$ cat config.mk
export PLATFORM = sky130hd
export DESIGN_NAME = nco_sweep_ctrl
export DESIGN_NICKNAME = d
export VERILOG_FILES = /design/src/rtl/nco_sweep_ctrl.sv
export SDC_FILE = /design/constraint.sdc
export NUM_CORES = 1
export LEC_CHECK = 0
export BUFFER_PORTS_ARGS = -buffer_cell sky130_fd_sc_hd__buf_2
export CORE_ASPECT_RATIO = 1.1
export CORE_MARGIN = 2
export CORE_UTILIZATION = 41
export DETAILED_ROUTE_END_ITERATION = 7
export RECOVER_POWER = 25
export SLEW_MARGIN = 10
export SYNTH_ARGS = -nofsm -noshare
export SYNTH_HDL_FRONTEND = slang
export SYNTH_SLANG_ARGS = --single-unit
$ cat constraint.sdc
create_clock -name clk -period 6.9 [get_ports clk]
set_clock_uncertainty 0.1 [all_clocks]
set_input_delay 0.69 -clock clk [delete_from_list [all_inputs] [get_ports clk]]
set_output_delay 0.69 -clock clk [all_outputs]
set_load 0.005 [all_outputs]
$ cat src/rtl/nco_sweep_ctrl.sv
// -----------------------------------------------------------------------------
// nco_sweep_ctrl
//
// Control stage ahead of the NCO core. Produces the phase-increment word that
// drives the NCO phi_inc_i input, giving linear frequency sweeps from a start
// increment to a stop increment. Saw (up only) or triangle (up then down)
// sweeps are supported, either single-shot or continuous. The block shares
// clk, reset and clken with the NCO, so every sweep step lands on the same
// clock-enable grid as the phase accumulator.
//
// Parameters
//   apr        phase-increment width, equal to the NCO accumulator width
//   cw         width of the dwell counter
//
// Ports
//   clk        system clock
//   reset      synchronous, active-high reset
//   clken      clock enable; when low all state except done is frozen
//   start      sweep request, sampled when clken=1
//   abort      stop the sweep, sampled when clken=1 (no done pulse)
//   cont       continuous mode, latched at start
//   tri_mode   triangle mode (up then down), latched at start
//   f_start    lower/start increment, unsigned, latched at start
//   f_stop     upper/stop increment, unsigned, latched at start
//   f_step     increment per step (0 is treated as 1), latched at start
//   dwell      extra clken cycles each value is held, latched at start
//   phi_inc_o  registered increment to the NCO
//   busy       sweep in progress
//   done       one-clk pulse at the natural end of a non-continuous sweep
// -----------------------------------------------------------------------------
module nco_sweep_ctrl #(
  parameter int apr = 32,
  parameter int cw  = 16
) (
  input  logic           clk,
  input  logic           reset,
  input  logic           clken,
  input  logic           start,
  input  logic           abort,
  input  logic           cont,
  input  logic           tri_mode,
  input  logic [apr-1:0] f_start,
  input  logic [apr-1:0] f_stop,
  input  logic [apr-1:0] f_step,
  input  logic [cw-1:0]  dwell,
  output logic [apr-1:0] phi_inc_o,
  output logic           busy,
  output logic           done
);

  typedef enum logic [1:0] {
    IDLE = 2'd0,
    UP   = 2'd1,
    DOWN = 2'd2
  } state_t;

  state_t          state;
  logic [cw-1:0]   cnt;

  // Shadow copies of the sweep settings, so the inputs may change while busy.
  logic            cont_q;
  logic            tri_q;
  logic [apr-1:0]  f_start_q;
  logic [apr-1:0]  f_stop_q;
  logic [apr-1:0]  step_q;
  logic [cw-1:0]   dwell_q;

  // Next values for a step up / down, computed one bit wider so that neither
  // the sum can wrap past 2^apr-1 nor the difference underflow below zero.
  logic [apr:0]    sum_w;
  logic [apr:0]    floor_w;
  logic [apr-1:0]  up_next;
  logic [apr-1:0]  dn_next;

  always_comb begin
    // NOTE: every output of a combinational block is assigned on every path,
    // otherwise synthesis infers a latch to hold the old value.
    sum_w   = {1'b0, phi_inc_o} + {1'b0, step_q};
    up_next = (sum_w > {1'b0, f_stop_q}) ? f_stop_q : sum_w[apr-1:0];
    // Stepping down would go below f_start exactly when phi < f_start + step.
    floor_w = {1'b0, f_start_q} + {1'b0, step_q};
    dn_next = ({1'b0, phi_inc_o} < floor_w) ? f_start_q : (phi_inc_o - step_q);
  end

  always_ff @(posedge clk) begin
    if (reset) begin
      // NOTE: the shadow registers and dwell counter are reset along with the
      // control state so a mid-sweep reset leaves no stale settings behind.
      state     <= IDLE;
      cnt       <= '0;
      cont_q    <= 1'b0;
      tri_q     <= 1'b0;
      f_start_q <= '0;
      f_stop_q  <= '0;
      step_q    <= '0;
      dwell_q   <= '0;
      phi_inc_o <= '0;
      busy      <= 1'b0;
      done      <= 1'b0;
    end else begin
      // NOTE: sequential state uses non-blocking assignments so every register
      // samples the pre-edge values, independent of statement order.
      // done is cleared on every edge, clken or not, so it is one clk wide.
      done <= 1'b0;

      if (clken) begin
        if (abort) begin
          // Abort beats start: hold the current output, no done pulse.
          state <= IDLE;
          busy  <= 1'b0;
        end else begin
          unique case (state)
            IDLE: begin
              if (start) begin
                cont_q    <= cont;
                tri_q     <= tri_mode;
                f_start_q <= f_start;
                f_stop_q  <= f_stop;
                step_q    <= (f_step == '0) ? apr'(1) : f_step;
                dwell_q   <= dwell;
                phi_inc_o <= f_start;
                if (f_start >= f_stop) begin
                  // Empty range: present f_start and finish immediately.
                  done <= 1'b1;
                end else begin
                  cnt   <= dwell;
                  busy  <= 1'b1;
                  state <= UP;
                end
              end
            end

            UP: begin
              if (cnt != '0) begin
                cnt <= cnt - cw'(1);
              end else begin
                cnt <= dwell_q;
                if (phi_inc_o == f_stop_q) begin
                  if (tri_q) begin
                    // Turnaround starts the descent at once so f_stop is
                    // held only one dwell period.
                    state     <= DOWN;
                    phi_inc_o <= dn_next;
                  end else if (cont_q) begin
                    phi_inc_o <= f_start_q;
                  end else begin
                    state <= IDLE;
                    busy  <= 1'b0;
                    done  <= 1'b1;
                  end
                end else begin
                  phi_inc_o <= up_next;
                end
              end
            end

            DOWN: begin
              if (cnt != '0) begin
                cnt <= cnt - cw'(1);
              end else begin
                cnt <= dwell_q;
                if (phi_inc_o == f_start_q) begin
                  if (cont_q) begin
                    // Same turnaround rule at the bottom of the triangle.
                    state     <= UP;
                    phi_inc_o <= up_next;
                  end else begin
                    state <= IDLE;
                    busy  <= 1'b0;
                    done  <= 1'b1;
                  end
                end else begin
                  phi_inc_o <= dn_next;
                end
              end
            end

            default: begin
              state <= IDLE;
              busy  <= 1'b0;
            end
          endcase
        end
      end
    end
  end

endmodule

==> results.md, run 1 <==
* Status: complete, but fails checks
* Violated checks: max-capacitance violations, max-slew violations
* Routed wire per std cell at 22.2 um
* Via Count at 16300
* Area leader, netlist: sky130_fd_sc_hd__dfxtp_1
* Destination of the worst hold path: dwell_q[5]$_SDFFE_PP0P_
* Largest fanout on the critical path at 15
* Launching instance or port of the critical path: f_start_q[0]$_SDFFE_PP0P_
* Width of the die at 192 um
* Number of setup violations in the final report at 0
* Distinct cells, synth at 88
* Commonest cells in the netlist: sky130_fd_sc_hd__nand2_1, sky130_fd_sc_hd__a21oi_1, sky130_fd_sc_hd__ha_1
* Placement-stage cell area at between 15000 and 20000 um2
* Ant. Diodes at 0
* Number of nets still failing antenna checks after routing at 0
* Arrival time at the worst endpoint at 6660 ps
* Area growth, synth to finish at 11.2%
* Reg-to-reg startpoint: f_start_q[0]$_SDFFE_PP0P_
* Number of nets produced by synthesis at 2444
* Post-CTS sizing at 0
* Headroom to the max-slew limit at -1.23
* Buffers added on ports at 152
* Worst R2R End: phi_inc_o[19]$_SDFFE_PP0P_
* Cell area power density at 204 nW/um2
* Via count normalized by instance count at 5.93
* Post-route clock period utilization at 0.930
* Max-cap violations at 2
* Area inside the core boundary at about 38000 um2
* Critical Path End Type: flop
* Placed cells at 2713
* Sequential cell area fraction in the yosys report at 0.208
* Top flip-flop cell by instance count after synthesis: sky130_fd_sc_hd__dfxtp_1
* Area enclosed by the die boundary at 40600 um2
* Top-count cell post-synth: sky130_fd_sc_hd__nand2_1
* Clock root buffer master: sky130_fd_sc_hd__clkbuf_16
* Clock sink total at 166
* Post-Layout Cell Count at 2745
* Mean Syn Cell Area at ~7.5 um2
* Insertion delay of the later-clocked pin in the worst-skew pair at 490 ps
* Number of hold buffers added after CTS at 0
* Min cycle time layout at between 6000 and 7000 ps
* Number of nets in the layout at around 2500
* Clock buffers created by TritonCTS at 17
* Vias in the first global route at 15700
* Maximum clock insertion buffer count at 2
* Maximum number of pins on one net before global-route repair at 71
* Final weighted congestion of routability-driven global placement at roughly 0.95
* Power consumption at 3.63 mW
* Worst Hold Launch: dwell[5]
* Number of flops mapped to enable cells by yosys at 0
* Clock-pin slew reported for the worst setup and hold paths after clock tree synthesis at 80 ps
* Combined global-route utilization of all metal layers at 0.304
* Met1 routed wirelength after detailed routing at 26.0 mm
* Share of post-route cells with drive strength above 1 at 0.102
* Max Transition Viols Final at ~120
* Initial Util at 0.418
* Yosys reg bits at 166
* Hold Path Class: in -> reg
* Final-layout setup total negative slack at 0 ps
* Post-CTS setup buffers at 0
* Top layer in use: met4
* Async set or reset register ratio after synthesis at 0
* Transition time of the tightest slew-check pin at 3350 ps
* I/O pin cnt at ~150
* Largest cells by area after synthesis: sky130_fd_sc_hd__dfxtp_1, sky130_fd_sc_hd__ha_1, sky130_fd_sc_hd__nand2_1
* Synthesized area at 16000 um2
* Overflow after GRT at 0
* Required time reported for the critical path endpoint at 7150 ps
* Number of placement rows at 75
* Fmax achieved at 156 MHz
* Global-route wire length before repair at around 93 mm
* Reg2Reg Setup Slack at approximately 490 ps
* Filler Cells Inserted at 3995
* Depth of the worst register-to-register path at 23
* Antenna violations before repair at 0
* Post-route design area at 17800 um2
* RSZ-0062 raised after global routing: no
* CTS tree: done
* Final hold vios at 0
* Max H-tree Level at 4
* Pre-antenna DRT Iters at 6
* Element type at the critical path start: flop
* Worst-case vdd ir drop at 219 uV
* Met3 Wirelength at 3.52 mm
* Synthesized netlist cell count at approximately 2100
* Die Y-Extent at 211 um
* Share of the synthesized area in the top cell type at 0.208
* Hold path depth at 3
* Routed wire length at about 61 mm
* Total half-perimeter wirelength after legalization and detailed placement at 47.4 mm
* Static Leakage at around 7.7 nW
* DRC violation total after the first TritonRoute iteration at 1307
* Worst setup path class: reg -> reg
* Sum of met2 wire segment lengths after detailed routing at 29.0 mm
* Count of unresolved DRC violations after routing at 0
* Warnings from Yosys at 0
==> worst max-delay path by stage <==
stage,depth (start not counted),to,slack [ps]
floorplan,23,phi_inc_o[19]$_SDFFE_PP0P_,1490
global placement,23,phi_inc_o[19]$_SDFFE_PP0P_,570
detailed placement,23,phi_inc_o[19]$_SDFFE_PP0P_,570
CTS,23,phi_inc_o[19]$_SDFFE_PP0P_,530
global route,24,phi_inc_o[7]$_SDFFE_PP0P_,70
finish,23,phi_inc_o[19]$_SDFFE_PP0P_,490
==> registers in the layout, indices dropped and copies added, names as in the netlist <==
signal	flops
f_stop_q	32
done	1
f_start_q	32
step_q	32
cnt	16
state	2
busy	1
cont_q	1
dwell_q	16
phi_inc_o	32
tri_q	1
==> through the flow <==
| stage | setup slack [ps] | util | hold WS [ps] |
|---|---|---|---|
| after global routing | 66.2 | 0.464 | 349 |
| after CTS | 534 | 0.467 | 327 |
| final | 486 | 0.464 | 345 |
| after floorplan | 1490 | - | 333 |
| after global placement | 574 | 0.450 | 342 |
| after detailed placement | 565 | 0.450 | 348 |
==> worst max-delay path: stages (launching register included) <==
cell and delay, ps:
sky130_fd_sc_hd__dfxtp_1 360, sky130_fd_sc_hd__ha_1 250, sky130_fd_sc_hd__fa_1 430, sky130_fd_sc_hd__a211o_1 380
sky130_fd_sc_hd__a2111oi_4 370, sky130_fd_sc_hd__o221ai_2 210, sky130_fd_sc_hd__o2111ai_2 370, sky130_fd_sc_hd__a41o_2 330
sky130_fd_sc_hd__o21ai_0 150, sky130_fd_sc_hd__a31o_2 310, sky130_fd_sc_hd__a211oi_1 230, sky130_fd_sc_hd__o21bai_1 100
sky130_fd_sc_hd__a21oi_1 170, sky130_fd_sc_hd__xor2_1 90, sky130_fd_sc_hd__ha_1 290, sky130_fd_sc_hd__nand3_1 70
sky130_fd_sc_hd__nor3_1 130, sky130_fd_sc_hd__o311ai_1 120, sky130_fd_sc_hd__a211o_1 440, sky130_fd_sc_hd__nor2_4 290
sky130_fd_sc_hd__buf_4 350, sky130_fd_sc_hd__mux2_2 370, sky130_fd_sc_hd__a221oi_1 260, sky130_fd_sc_hd__nor4_1 90
==> cell type report <==
class                      instances  area (um2)  share of cell area
timing repair buffer             189         981              0.0552
sequential                       166        3320               0.187
tap                              500         626              0.0352
clock buffer                      19         443              0.0249
multi-input combinational       1705       11700               0.655
clock inverter                    13         180              0.0101
inverter                         153         574              0.0323
==> power breakdown <==
| group | internal (mW) | leakage [nW] | switching (mW) | total, mW |
|---|---|---|---|---|
| Sequential | 1.00 | 1.35 | 0.0721 | 1.07 |
| Clock | 0.590 | 0.299 | 0.485 | 1.08 |
| Combinational | 0.576 | 6.06 | 0.903 | 1.48 |
| Total | 2.17 | 7.71 | 1.46 | 3.63 |
==> cell families (layout without fill, tap and decap cells) <==
logic type	count (synthesis)	after routing	share of synthesized area
and+or+nand+nor	669	669	0.188
DFF	166	166	0.208
buffers and inverters	256	374	0.0644
adders and majority gates	198	198	0.156
xor gates and xnor gates	163	163	0.0893
muxes	81	81	0.0520
AOI/OAI and AO/OA	594	594	0.242
==> routing by layer <==
layer  up-vias  track usage
li1       7791            -
met1      7758        0.384
met2       607        0.509
met3       132       0.0452
met4         0        0.135
met5         -            0
==> layout by cell type, fill, tap and decap left out, types with 8 or more instances in the layout <==
| cell type | count |
|---|---|
| sky130_fd_sc_hd__clkbuf_1 | 31 |
| sky130_fd_sc_hd__nor4_1 | 33 |
| sky130_fd_sc_hd__o21a_1 | 15 |
| sky130_fd_sc_hd__dfxtp_1 | 166 |
| sky130_fd_sc_hd__nor2_1 | 142 |
| sky130_fd_sc_hd__nor2b_1 | 10 |
| sky130_fd_sc_hd__o211ai_1 | 19 |
| sky130_fd_sc_hd__o31ai_1 | 8 |
| sky130_fd_sc_hd__clkbuf_16 | 17 |
| sky130_fd_sc_hd__a221oi_1 | 16 |
| sky130_fd_sc_hd__nor3_1 | 50 |
| sky130_fd_sc_hd__o21ai_0 | 77 |
| sky130_fd_sc_hd__nand4_1 | 30 |
| sky130_fd_sc_hd__nand2_1 | 313 |
| sky130_fd_sc_hd__mux2i_1 | 65 |
| sky130_fd_sc_hd__a31oi_1 | 19 |
| sky130_fd_sc_hd__ha_1 | 195 |
| sky130_fd_sc_hd__nand3_1 | 27 |
| sky130_fd_sc_hd__xnor2_1 | 106 |
| sky130_fd_sc_hd__nand2b_1 | 17 |
| sky130_fd_sc_hd__a21oi_1 | 230 |
| sky130_fd_sc_hd__buf_4 | 23 |
| sky130_fd_sc_hd__a311oi_1 | 10 |
| sky130_fd_sc_hd__o22ai_1 | 11 |
| sky130_fd_sc_hd__o21bai_1 | 13 |
| sky130_fd_sc_hd__o221ai_1 | 14 |
| sky130_fd_sc_hd__xor2_1 | 57 |
| sky130_fd_sc_hd__inv_1 | 151 |
| sky130_fd_sc_hd__a211oi_1 | 31 |
| sky130_fd_sc_hd__buf_2 | 135 |
| sky130_fd_sc_hd__mux2_2 | 13 |
| sky130_fd_sc_hd__a21o_1 | 55 |
No activity file was read; power rests on OpenSTA's default activity.
==> run 2, diff against run 1 <==
- BUFFER_PORTS_ARGS: -buffer_cell sky130_fd_sc_hd__buf_2 -> -buffer_cell sky130_fd_sc_hd__buf_4
- RECOVER_POWER: 25 -> not set
==> run 2 against run 1 <==
Against the previous run:
- the flow now finishes without violations
- cell count did not move
- utilization rose by 1.2 points
- first-iteration DRC count rose by 1.1%
- via count barely moved
- critical path depth rose by 1
- sequential share of layout area fell by 0.46 points
- die area did not move
- sequential cell count did not move
- clock-buffer cell count rose by 2
- critical path type unchanged
- register-to-register slack got worse by 60 ps
==> results.md, run 2 (synthesized netlist as in run 1, its figures left out) <==
* Area inside the core boundary at 38300 um2 (unchanged)
* Via Count at 16300 (+0.018%)
* DRC violation total after the first TritonRoute iteration at 1322 (+1.1%)
* Ant. Diodes at 0 (unchanged)
* Max Transition Viols Final at 0 (-100%)
* Most common cell after layout, fill and taps aside: sky130_fd_sc_hd__nand2_1
* Area enclosed by the die boundary at 40600 um2 (unchanged)
* Clock root buffer master: sky130_fd_sc_hd__clkbuf_16
* Min cycle time layout at 6470 ps (+55.5 ps)
* Number of hold buffers added after CTS at 0 (unchanged)
* Internal at 2.15 mW (-0.77%)
* Number of nets still failing antenna checks after routing at 0 (unchanged)
* Via count normalized by instance count at 5.93 (about the same)
* Vias in the first global route at 15700 (-0.17%)
* Final-layout setup total negative slack at 0 ps (unchanged)
* Arrival time at the worst endpoint at 6750 ps (+90 ps)
* Maximum number of pins on one net before global-route repair at 84 (+18%)
* Hold path depth at 2 (-1)
* Critical Path End Type: flop
* Post-Layout Cell Count at 2745 (unchanged)
* Number of setup violations in the final report at 0 (unchanged)
* Status: complete, no violations
* Static Leakage at 7.93 nW (+2.8%)
* Clock-pin slew reported for the worst setup and hold paths after clock tree synthesis at 80 ps (about the same)
* Total buffers and inverters traversed by the critical path at 1 (unchanged)
* Fmax achieved at 155 MHz (-0.86%)
* Worst R2R End: phi_inc_o[28]$_SDFFE_PP0P_
* Depth of the worst register-to-register path at 24 (+4.3%)
* Slowest stage cell on the critical path: sky130_fd_sc_hd__fa_1
* Routed wire per std cell at 22.2 um (-0.23%)
* Worst path max stage delay at 440 ps (about the same)
* Ordered list of cells on the worst path: ha_1, fa_1, a211o_1, a2111oi_4, o221ai_2, o2111ai_2, a41o_2, o21ai_0, a31o_2, a211oi_1, o21bai_1, a21oi_1, xor2_1, ha_1, nand3_1, nor3_1, o311ai_1, a211o_1, nor2_4, buf_12, nand2_1, a32oi_1, a31oi_1, a211o_1
* Transition time of the tightest slew-check pin at 1080 ps (-2270 ps)
* Worst setup path class: reg -> reg
* Power consumption at 3.59 mW (-0.93%)
* Post-CTS setup buffers at 0 (unchanged)
* Reg-to-reg startpoint: f_start_q[0]$_SDFFE_PP0P_
* Overflow after GRT at 0 (unchanged)
* Max H-tree Level at 4 (unchanged)
* Highest-count cells in the layout ignoring fill and taps: sky130_fd_sc_hd__nand2_1, sky130_fd_sc_hd__a21oi_1, sky130_fd_sc_hd__ha_1
* Initial Util at 0.418 (unchanged)
* Final hold vios at 0 (unchanged)
* Clock buffers created by TritonCTS at 17 (unchanged)
* Worst Hold Launch: dwell_q[12]$_SDFFE_PP0P_
* Largest fanout on the critical path at 18 (+3)
* Width of the die at 192 um (unchanged)
* Post-route clock period utilization at 0.938 (+0.00804)
* Sequential share of power at 0.299 (+0.003)
* Element type at the critical path start: flop
* Antenna violations before repair at 0 (unchanged)
* Worst-case vdd ir drop at 203 uV (-7.6%)
* Hold Path Class: reg -> reg
* RSZ-0062 raised after global routing: no
* Headroom to the max-slew limit at 0.278 (+1.51)
* Clock Power Share at 0.280 (-0.017)
* Total half-perimeter wirelength after legalization and detailed placement at 47.2 mm (-0.56%)
* Reported net switching power at 1.44 mW (-1.2%)
* Combined global-route utilization of all metal layers at 0.301 (-0.00259)
* I/O pin cnt at 153 (unchanged)
* Post-CTS sizing at 0 (unchanged)
* Die Y-Extent at 211 um (unchanged)
* Area growth, synth to finish at 14.0%
* Insertion delay of the later-clocked pin in the worst-skew pair at 480 ps (about the same)
* Pre-antenna DRT Iters at 5 (-1)
* Reg2Reg Setup Slack at 430 ps (-60 ps)
* Max-cap violations at 0 (-2)
* Destination of the worst hold path: dwell_q[12]$_SDFFE_PP0P_
* Number of nets in the layout at 2549 (unchanged)
* CTS tree: done
* Clock sink total at 166 (unchanged)
* Global-route wire length before repair at 92.7 mm (-0.78%)
* Share of post-route cells with drive strength above 1 at 0.116 (+0.0143)
* Final weighted congestion of routability-driven global placement at 0.991 (+3.9%)
* Maximum clock insertion buffer count at 2 (unchanged)
* Cell area power density at 197 nW/um2 (-3.4%)
* Buffers added on ports at 152 (unchanged)
* Critical Path Most Common Cell: sky130_fd_sc_hd__a211o_1
* Combinational Power Share at 0.421 (+0.013)
* Sw Share at 0.402 (-0.000961)
* Routed wire length at 60.9 mm (-0.23%)
* Placed cells at 2713 (unchanged)
* Required time reported for the critical path endpoint at 7180 ps (+30 ps)
* Number of placement rows at 75 (unchanged)
* Largest delay share family, worst path: compound AO/OA/AOI/OAI gates
* Count of unresolved DRC violations after routing at 0 (unchanged)
==> run 2: per-stage QoR <==
| step | hold WS (ps) | utilization | worst slack (ps) | instance area, um2 |
|---|---|---|---|---|
| detailed placement | 348 | 0.461 | 516 | 17600 |
| global route | 364 | 0.476 | 34.2 | 18200 |
| global placement | 343 | 0.461 | 574 | 17600 |
| finish | 359 | 0.476 | 430 | 18200 |
| floorplan | 333 | - | 1490 | 16000 |
| CTS | 343 | 0.476 | 485 | 18200 |
==> run 2: worst max path at each step <==
stage                         startpoint                          to  slack (ps)  cells past startpoint
6_report       f_start_q[0]$_SDFFE_PP0P_  phi_inc_o[28]$_SDFFE_PP0P_         430                     24
5_1_grt        f_start_q[0]$_SDFFE_PP0P_  phi_inc_o[28]$_SDFFE_PP0P_          30                     24
3_3_place_gp   f_start_q[0]$_SDFFE_PP0P_  phi_inc_o[28]$_SDFFE_PP0P_         570                     24
3_5_place_dp   f_start_q[0]$_SDFFE_PP0P_  phi_inc_o[28]$_SDFFE_PP0P_         520                     24
2_1_floorplan  f_start_q[0]$_SDFFE_PP0P_  phi_inc_o[19]$_SDFFE_PP0P_        1490                     23
4_1_cts        f_start_q[0]$_SDFFE_PP0P_  phi_inc_o[28]$_SDFFE_PP0P_         490                     24
==> run 2: power by group through the flow <==
stage / Sequential, mW / Combinational, mW / Clock, mW
floorplan: 1.07 / 1.03 / 0
global placement: 1.09 / 1.47 / 0
detailed placement: 1.09 / 1.48 / 0
CTS: 1.07 / 1.49 / 1.02
global route: 1.08 / 1.64 / 1.05
finish: 1.07 / 1.51 / 1.01
==> run 2: final cells by class <==
cell class	instances	area (um2)
inverter	153	574
fill	3919	20100
clock inverter	11	113
tap	500	626
clock buffer	21	470
multi-input combinational	1705	11700
timing repair buffer	189	1460
sequential	166	3320
==> run 2: worst reg2reg max path, stage by stage (launching register included) <==
cell and delay (ps):
sky130_fd_sc_hd__dfxtp_1 360, sky130_fd_sc_hd__ha_1 250, sky130_fd_sc_hd__fa_1 440, sky130_fd_sc_hd__a211o_1 370, sky130_fd_sc_hd__a2111oi_4 370, sky130_fd_sc_hd__o221ai_2 220, sky130_fd_sc_hd__o2111ai_2 380, sky130_fd_sc_hd__a41o_2 330
sky130_fd_sc_hd__o21ai_0 150, sky130_fd_sc_hd__a31o_2 320, sky130_fd_sc_hd__a211oi_1 240, sky130_fd_sc_hd__o21bai_1 100, sky130_fd_sc_hd__a21oi_1 190, sky130_fd_sc_hd__xor2_1 90, sky130_fd_sc_hd__ha_1 310, sky130_fd_sc_hd__nand3_1 70
sky130_fd_sc_hd__nor3_1 130, sky130_fd_sc_hd__o311ai_1 120, sky130_fd_sc_hd__a211o_1 420, sky130_fd_sc_hd__nor2_4 410, sky130_fd_sc_hd__buf_12 230, sky130_fd_sc_hd__nand2_1 120, sky130_fd_sc_hd__a32oi_1 230, sky130_fd_sc_hd__a31oi_1 110
sky130_fd_sc_hd__a211o_1 300
==> run 2: routing by layer <==
layer	vias up	share of wire	GRT usage
met2	579	0.46	0.493
met1	7783	0.44	0.391
met3	134	0.051	0.0317
li1	7795	-	-
met4	0	0.048	0.153
met5	-	0	0
